[config.mk]
export PLATFORM = sky130hd
export DESIGN_NAME = let_fp_calc
export DESIGN_NICKNAME = d
export VERILOG_FILES = /design/src/rtl/let_fp_calc.sv
export SDC_FILE = /design/constraint.sdc
export NUM_CORES = 2
export LEC_CHECK = 0
export BUFFER_PORTS_ARGS = -buffer_cell sky130_fd_sc_hd__buf_2
export CELL_PAD_IN_SITES_DETAIL_PLACEMENT = 1
export CELL_PAD_IN_SITES_GLOBAL_PLACEMENT = 2
export CORE_UTILIZATION = 39
export CTS_BUF_LIST = sky130_fd_sc_hd__clkbuf_2
export DETAILED_ROUTE_END_ITERATION = 8
export PLACE_DENSITY = 0.85
export REMOVE_ABC_BUFFERS = 1
export SETUP_SLACK_MARGIN = 0.3
export SYNTH_ARGS = -nofsm -noshare
export SYNTH_HDL_FRONTEND = slang
export SYNTH_SLANG_ARGS = --single-unit
[constraint.sdc]
create_clock -name clk -period 11.2 [get_ports clk]
set_input_delay 0.56 -clock clk [delete_from_list [all_inputs] [get_ports clk]]
set_output_delay 0.56 -clock clk [all_outputs]
set_load 0.02 [all_outputs]
[src/rtl/let_fp_calc.sv]
// Two-stage signed Q(I.F) complex add/sub/mul calculator with optional scale-down.
// Define LET_FP_SAT_EN to saturate on narrowing; otherwise results wrap to W bits.
module let_fp_calc #(
    parameter int I = 4,
    parameter int F = 12
) (
    input  logic             clk,
    input  logic             rst_n,
    input  logic             in_valid,
    input  logic [1:0]       op,
    input  logic             sc,
    input  logic [I+F-1:0]   a_re,
    input  logic [I+F-1:0]   a_im,
    input  logic [I+F-1:0]   b_re,
    input  logic [I+F-1:0]   b_im,
    output logic             out_valid,
    output logic [I+F-1:0]   r_re,
    output logic [I+F-1:0]   r_im
);

    localparam int W = I + F;

    localparam logic [1:0] OP_ADD  = 2'b00;
    localparam logic [1:0] OP_SUB  = 2'b01;
    localparam logic [1:0] OP_CMUL = 2'b10;
    localparam logic [1:0] OP_RMUL = 2'b11;

    logic signed [W-1:0]   ar_s, ai_s, br_s, bi_s;
    logic signed [W:0]     sum_re, sum_im, dif_re, dif_im;
    logic signed [2*W-1:0] p_rr, p_ii, p_ri, p_ir;
    logic signed [2*W-1:0] wre_d, wim_d;

    logic                  v1_q;
    logic [1:0]            op1_q;
    logic                  sc1_q;
    logic signed [2*W-1:0] wre1_q, wim1_q;

    logic signed [2*W-1:0] pre_re, pre_im, sh_re, sh_im;
    logic [W-1:0]          r_re_d, r_im_d;

    logic                  v2_q;
    logic [W-1:0]          r_re_q, r_im_q;

    assign ar_s = a_re;
    assign ai_s = a_im;
    assign br_s = b_re;
    assign bi_s = b_im;

    assign sum_re = {ar_s[W-1], ar_s} + {br_s[W-1], br_s};
    assign sum_im = {ai_s[W-1], ai_s} + {bi_s[W-1], bi_s};
    assign dif_re = {ar_s[W-1], ar_s} - {br_s[W-1], br_s};
    assign dif_im = {ai_s[W-1], ai_s} - {bi_s[W-1], bi_s};

    assign p_rr = ar_s * br_s;
    assign p_ii = ai_s * bi_s;
    assign p_ri = ar_s * bi_s;
    assign p_ir = ai_s * br_s;

    // Add/sub results are sign-extended so both paths share one 2W-wide stage register.
    always_comb begin
        wre_d = '0;
        wim_d = '0;
        case (op)
            OP_ADD: begin
                wre_d = {{(W-1){sum_re[W]}}, sum_re};
                wim_d = {{(W-1){sum_im[W]}}, sum_im};
            end
            OP_SUB: begin
                wre_d = {{(W-1){dif_re[W]}}, dif_re};
                wim_d = {{(W-1){dif_im[W]}}, dif_im};
            end
            OP_CMUL: begin
                wre_d = p_rr - p_ii;
                wim_d = p_ri + p_ir;
            end
            OP_RMUL: begin
                wre_d = p_rr;
                wim_d = '0;
            end
            default: begin
                wre_d = '0;
                wim_d = '0;
            end
        endcase
    end

    always_ff @(posedge clk) begin
        if (!rst_n) begin
            v1_q   <= 1'b0;
            op1_q  <= '0;
            sc1_q  <= 1'b0;
            wre1_q <= '0;
            wim1_q <= '0;
        end else begin
            v1_q   <= in_valid;
            op1_q  <= op;
            sc1_q  <= sc;
            wre1_q <= wre_d;
            wim1_q <= wim_d;
        end
    end

    always_comb begin
        pre_re = wre1_q;
        pre_im = wim1_q;
        if ((op1_q == OP_CMUL) || (op1_q == OP_RMUL)) begin
            pre_re = wre1_q >>> F;
            pre_im = wim1_q >>> F;
        end
        sh_re = sc1_q ? (pre_re >>> 1) : pre_re;
        sh_im = sc1_q ? (pre_im >>> 1) : pre_im;
    end

`ifdef LET_FP_SAT_EN
    function automatic logic [W-1:0] narrow(input logic signed [2*W-1:0] x);
        logic [W:0] top;
        top = x[2*W-1:W-1];
        if ((&top) || !(|top))
            return x[W-1:0];
        else if (x[2*W-1])
            return {1'b1, {(W-1){1'b0}}};
        else
            return {1'b0, {(W-1){1'b1}}};
    endfunction

    always_comb begin
        r_re_d = narrow(sh_re);
        r_im_d = narrow(sh_im);
    end
`else
    always_comb begin
        r_re_d = W'(sh_re);
        r_im_d = W'(sh_im);
    end
`endif

    // Results only update on valid stage-1 data so idle cycles hold the last output.
    always_ff @(posedge clk) begin
        if (!rst_n) begin
            v2_q   <= 1'b0;
            r_re_q <= '0;
            r_im_q <= '0;
        end else begin
            v2_q <= v1_q;
            if (v1_q) begin
                r_re_q <= r_re_d;
                r_im_q <= r_im_d;
            end
        end
    end

    assign out_valid = v2_q;
    assign r_re      = r_re_q;
    assign r_im      = r_im_q;

endmodule

==> Word level (Yosys, flattened, before mapping) <==
Index checks and enable logic that the tools add are counted.
W data, S select, Z words.
{ "totals": {"ff_bits": 95, "output_inout_bits": 33} }
{ "classes": {"reduce_logical": 2, "eq_ne": 5, "mux": 6, "multipliers": 4, "addsub": 6} }
{ "ops": {"columns": ["op", "count"], "rows": [
  ["$pmux W29 S4", 2],
  ["$mul A16 B16 Y29", 4],
  ["$add A16 B16 Y17", 2],
  ["$mux W17", 2],
  ["$sub A16 B16 Y17", 2],
  ["$mux W16", 2],
  ["$add A29 B29 Y29", 1],
  ["$sub A29 B29 Y29", 1],
  ["$eq A2 B2 Y1 const B", 4],
  ["$eq A2 B1 Y1 const B", 1],
  ["$logic_not A2 Y1", 1],
  ["$logic_or A1 B1 Y1", 1]
]} }

==> Depth between registers and ports, before layout <==
{ "logic_depth": {"depth_word": 4, "depth_mapped": 41, "mapped_depth_nobuf": 40} }

==> Worst setup path after synthesis <==
OpenSTA, ideal clock, no wires.
{ "synth_timing": {"path_kind": "input-to-reg", "startpoint": "input b_re[7]", "endpoint": "register wre1_q[26]", "setup_slack_ns": 0.665, "cell_stages": 36, "t_required_ns": 11.085, "setup_time_ns": 0.115, "t_arrival_ns": 10.420, "path_cell_list": "clkbuf_1 > buf_1 > nand2_1 > fa_1 > inv_1 > fa_1 > fa_1 > fa_1 > fa_1 > inv_1 > fa_1 > inv_1 > ha_1 > or3_1 > or2_2 > a311oi_1 > o31ai_1 > a21oi_1 > xnor2_1 > fa_1 > fa_1 > inv_1 > fa_1 > fa_1 > fa_1 > inv_1 > ha_1 > clkbuf_1 > nand2_1 > or3_1 > a211oi_1 > o21ai_0 > o21ai_0 > xnor2_1 > o32ai_1 > o21a_1"} }
{ "synth_between": {"elab_chain_len": 3, "elab_cells_between_ends": 5, "classes_between": "add/sub (3); mul (1); mux (1)"} }
{ "synth_lines": {"columns": ["item", "line_no", "source"], "rows": [
  ["from (decl)", "14", "input logic [I+F-1:0] b_re,"],
  ["$mul A16 B16 Y29", "54", "assign p_rr = ar_s * br_s;"],
  ["$sub A29 B29 Y29", "73", "wre_d = p_rr - p_ii;"],
  ["$pmux W29 S4 (*)", "63", "case (op)"],
  ["to (signal assigned)", "98", "wre1_q <= wre_d;"],
  ["to (decl)", "36", "logic signed [2*W-1:0] wre1_q, wim1_q;"]
]} }
Every way passes the cells marked *; elsewhere a longest branch is shown, timed or not.
A chain may end at the register's enable or synchronous reset.

==> Worst setup path in the final report <==
{ "layout_timing": {"startpoint": "input a_re[4]", "endpoint": "register wre1_q[26]"} }
{ "layout_between": {"elab_chain_len": 3, "elab_cells_between_ends": 5, "classes_between": "add/sub (3); mul (1); mux (1)"} }
{ "layout_lines": {"columns": ["item", "line_no", "source"], "rows": [
  ["from (decl)", "12", "input logic [I+F-1:0] a_re,"],
  ["$mul A16 B16 Y29", "54", null],
  ["$sub A29 B29 Y29", "73", null],
  ["$pmux W29 S4 (*)", "63", null]
]} }
Marks and branches as above.

==> impl_metrics.json <==
{
  "timing_max_transition_violations_final": 0,
  "critical-path-top-cell-by-count": "sky130_fd_sc_hd__fa_1",
  "wire_per_inst_um": 23.2,
  "crit_required_ns": 12.07,
  "leading_area_contributor_after_synthesis": "sky130_fd_sc_hd__fa_1",
  "finalCritPeriodShare_pct": 92.6,
  "route.final.wire_length_um": 149000,
  "dp_hpwl_um": 123000,
  "flops_latches_synth": 94,
  "chipHeight_um": 339,
  "synthFlopType": "sky130_fd_sc_hd__dfxtp_1",
  "tritoncts.num_buffers": 9,
  "synthArstFlopShare_pct": 0,
  "timing.max_slew.rel_slack_pct": 34.9,
  "ys_types": 82,
  "drc_violations": 0,
  "timing.critical_path.from": "a_re[4]",
  "worstMarginPinSlew_ns": 0.977,
  "run_status": "finished clean",
  "dieWidth_um": 339,
  "vias_in_the_first_global_route": 39100,
  "clk_latency_ns": 0.94,
  "die_area_um2": 115000,
  "number_of_enable_flip_flop_cells_after_synthesis": 0,
  "synthesis.area_um2": 44400,
  "critical_path.reg2reg.endpoint": "r_im[10]",
  "critical-path-max-stage-delay_ns": 0.55,
  "setup_viol": 0,
  "first_pass_iters": 6,
  "antenna_found_initial": 7,
  "hold_viol": 0,
  "synth_sequential_area_ratio_pct": 4.24,
  "max_cap_viol_count": 0,
  "nets": 6388,
  "synth.top_cells.by_count": "1,155 x sky130_fd_sc_hd__inv_1, 1,036 x sky130_fd_sc_hd__fa_1, 600 x sky130_fd_sc_hd__nand2_1",
  "placement_rows": 123,
  "worst_hold_slack_ns": 0.169,
  "synth_area_per_cell_um2": 9.00,
  "worst-setup-path-type": "primary input to flop",
  "cp_data_arrival_time_ns": 11.23,
  "initialDrtViolationCount": 1883,
  "min_path_type": "primary input to flop",
  "globalRoute.totalOverflow": 0,
  "timing.reg2reg.setup_slack_ns": 9.05,
  "htreeDepth": 3,
  "yosys-top-cells-area": "sky130_fd_sc_hd__fa_1 47%, sky130_fd_sc_hd__ha_1 10%, sky130_fd_sc_hd__inv_1 9.8%",
  "globalplace.congestion": 0.917,
  "portBuffers": 102,
  "fmaxAchievable_mhz": 96.5,
  "post_cts_buffers": 0,
  "grt_max_degree": 49,
  "crit_path_end_kind": "flop",
  "cts_tree": "yes",
  "yosysWarningCount": 0,
  "worst_r2r_src": "op1_q[1]",
  "whs_path_depth": 3,
  "io_pins": 103,
  "post_route_cells_drive_above_1_share_pct": 6.26,
  "area_growth_syn_to_layout_pct": 5.64,
  "cts_max_path_buffers": 2,
  "crit_end": "wre1_q[26]",
  "drtAntennaViolNets": 0,
  "clk_transition_reported_paths_ns": 0.39,
  "placeableCoreArea_um2": 113000,
  "vias_per_cell": 5.27,
  "number_of_sinks_on_the_clock_net": 94,
  "worst_setup_path_start_kind": "primary input",
  "timing.final.crit_period_ns": 10.37,
  "ff2ff_path_depth": 4,
  "floorplan.initialDensity_pct": 39.4,
  "grt_util_all_layers_pct": 26.9,
  "critPathMaxFanout": 16,
  "post-synth-top-count-cell": "sky130_fd_sc_hd__inv_1",
  "routed-via-count": 33900,
  "finClkSkew_ns": 0.101,
  "synth_top_area_share_pct": 46.7,
  "synthesis.instances": 4929,
  "wire_length_of_the_first_global_routing_pass_um": 236000,
  "grt_setup_unrepaired": "false",
  "cpMaxStageDelayCell": "sky130_fd_sc_hd__fa_1",
  "cts.root.buffer_cell": "sky130_fd_sc_hd__clkbuf_2"
}
[sequential cells by signal (all words and copies together) (netlist names)]
signal     cells
op1_q          1
wim1_q        29
wre1_q        29
v1_q           1
sc1_q          1
r_re          16
r_im          16
out_valid      1
[timing repair]
item	CTS	global route
hold buffers	3	0
resized for setup	0	0
hold endpoints to repair	3	0
[per-layer routing]
layer	wire (um)	track usage, %
met1	64300	36.1
met5	0	0
met2	73200	45.6
met4	5260	8.55
met3	6660	2.84
[final cells by class]
type	count	area, um2
well taps	1500	1880
clock inverters	6	46.3
inverters	1160	4350
diodes	7	17.5
repair buffers	223	1430
flip-flops and latches	94	1890
multi-input cells	3431	37200
fillers	13200	65800
clock buffers	10	50.0
[worst max-delay path: cells and delay by family]
family	cells	cell delay, ns
adder cells (fa/ha/maj)	13	5.97
buffers and inverters	8	0.71
AO/OA/AOI/OAI	6	1.76
XOR/XNOR	2	0.23
AND/OR/NAND/NOR	6	1.96
[placed cells by master (no fill, tap or decap), types with 31 or more instances in the layout]
cell / n
sky130_fd_sc_hd__nor2_1: 251
sky130_fd_sc_hd__buf_2: 102
sky130_fd_sc_hd__a21oi_1: 99
sky130_fd_sc_hd__dfxtp_1: 91
sky130_fd_sc_hd__nand2b_1: 37
sky130_fd_sc_hd__nand2_1: 600
sky130_fd_sc_hd__xnor2_1: 126
sky130_fd_sc_hd__mux2i_1: 35
sky130_fd_sc_hd__inv_1: 1155
sky130_fd_sc_hd__ha_1: 363
sky130_fd_sc_hd__xor2_1: 40
sky130_fd_sc_hd__mux4_2: 38
sky130_fd_sc_hd__fa_1: 1036
sky130_fd_sc_hd__o21a_1: 31
sky130_fd_sc_hd__buf_4: 118
sky130_fd_sc_hd__nand3_1: 31
sky130_fd_sc_hd__o21ai_0: 73
sky130_fd_sc_hd__nor3_1: 44
sky130_fd_sc_hd__and2_1: 344
[metrics by stage]
stage / TNS [ns] / std cells / utilization [%] / setup WS [ns] / area, um2
after CTS: 0 / 6424 / 41.6 / 0.959 / 46900
final: 0 / 6431 / 41.6 / 0.833 / 46900
after detailed placement: -0.0622 / 6405 / 41.5 / -0.0622 / 46700
after floorplan: 0 / 4685 / - / 1.07 / 43500
after global routing: 0 / 6429 / 41.6 / 0.336 / 46900
after global placement: 0 / 6405 / 41.5 / 0.119 / 46700
[worst min path at each step]
stage            endpoint  startpoint  slack (ns)
3_3_place_gp     r_im[10]    r_im[10]        0.47
3_5_place_dp     r_re[11]    r_re[11]        0.48
2_1_floorplan     r_im[0]     r_im[0]        0.58
5_1_grt        wre1_q[26]       rst_n        0.15
4_1_cts        wim1_q[15]       rst_n        0.07
6_report       wim1_q[15]       rst_n        0.17
[logic make-up (layout without fill, tap and decap cells)]
logic type,after synthesis,after routing,synth area share (%)
other cells,0,7,0
fa+ha+maj,1399,1399,57.0
xor+xnor,167,167,3.33
flops,94,94,4.24
mux,76,76,2.79
compound gates,403,403,6.21
buf+inv,1404,1399,11.9
simple gates,1386,1386,14.6
Power is not shown: default switching activity piles up to over one toggle a cycle in this logic, so the estimate is an artifact.
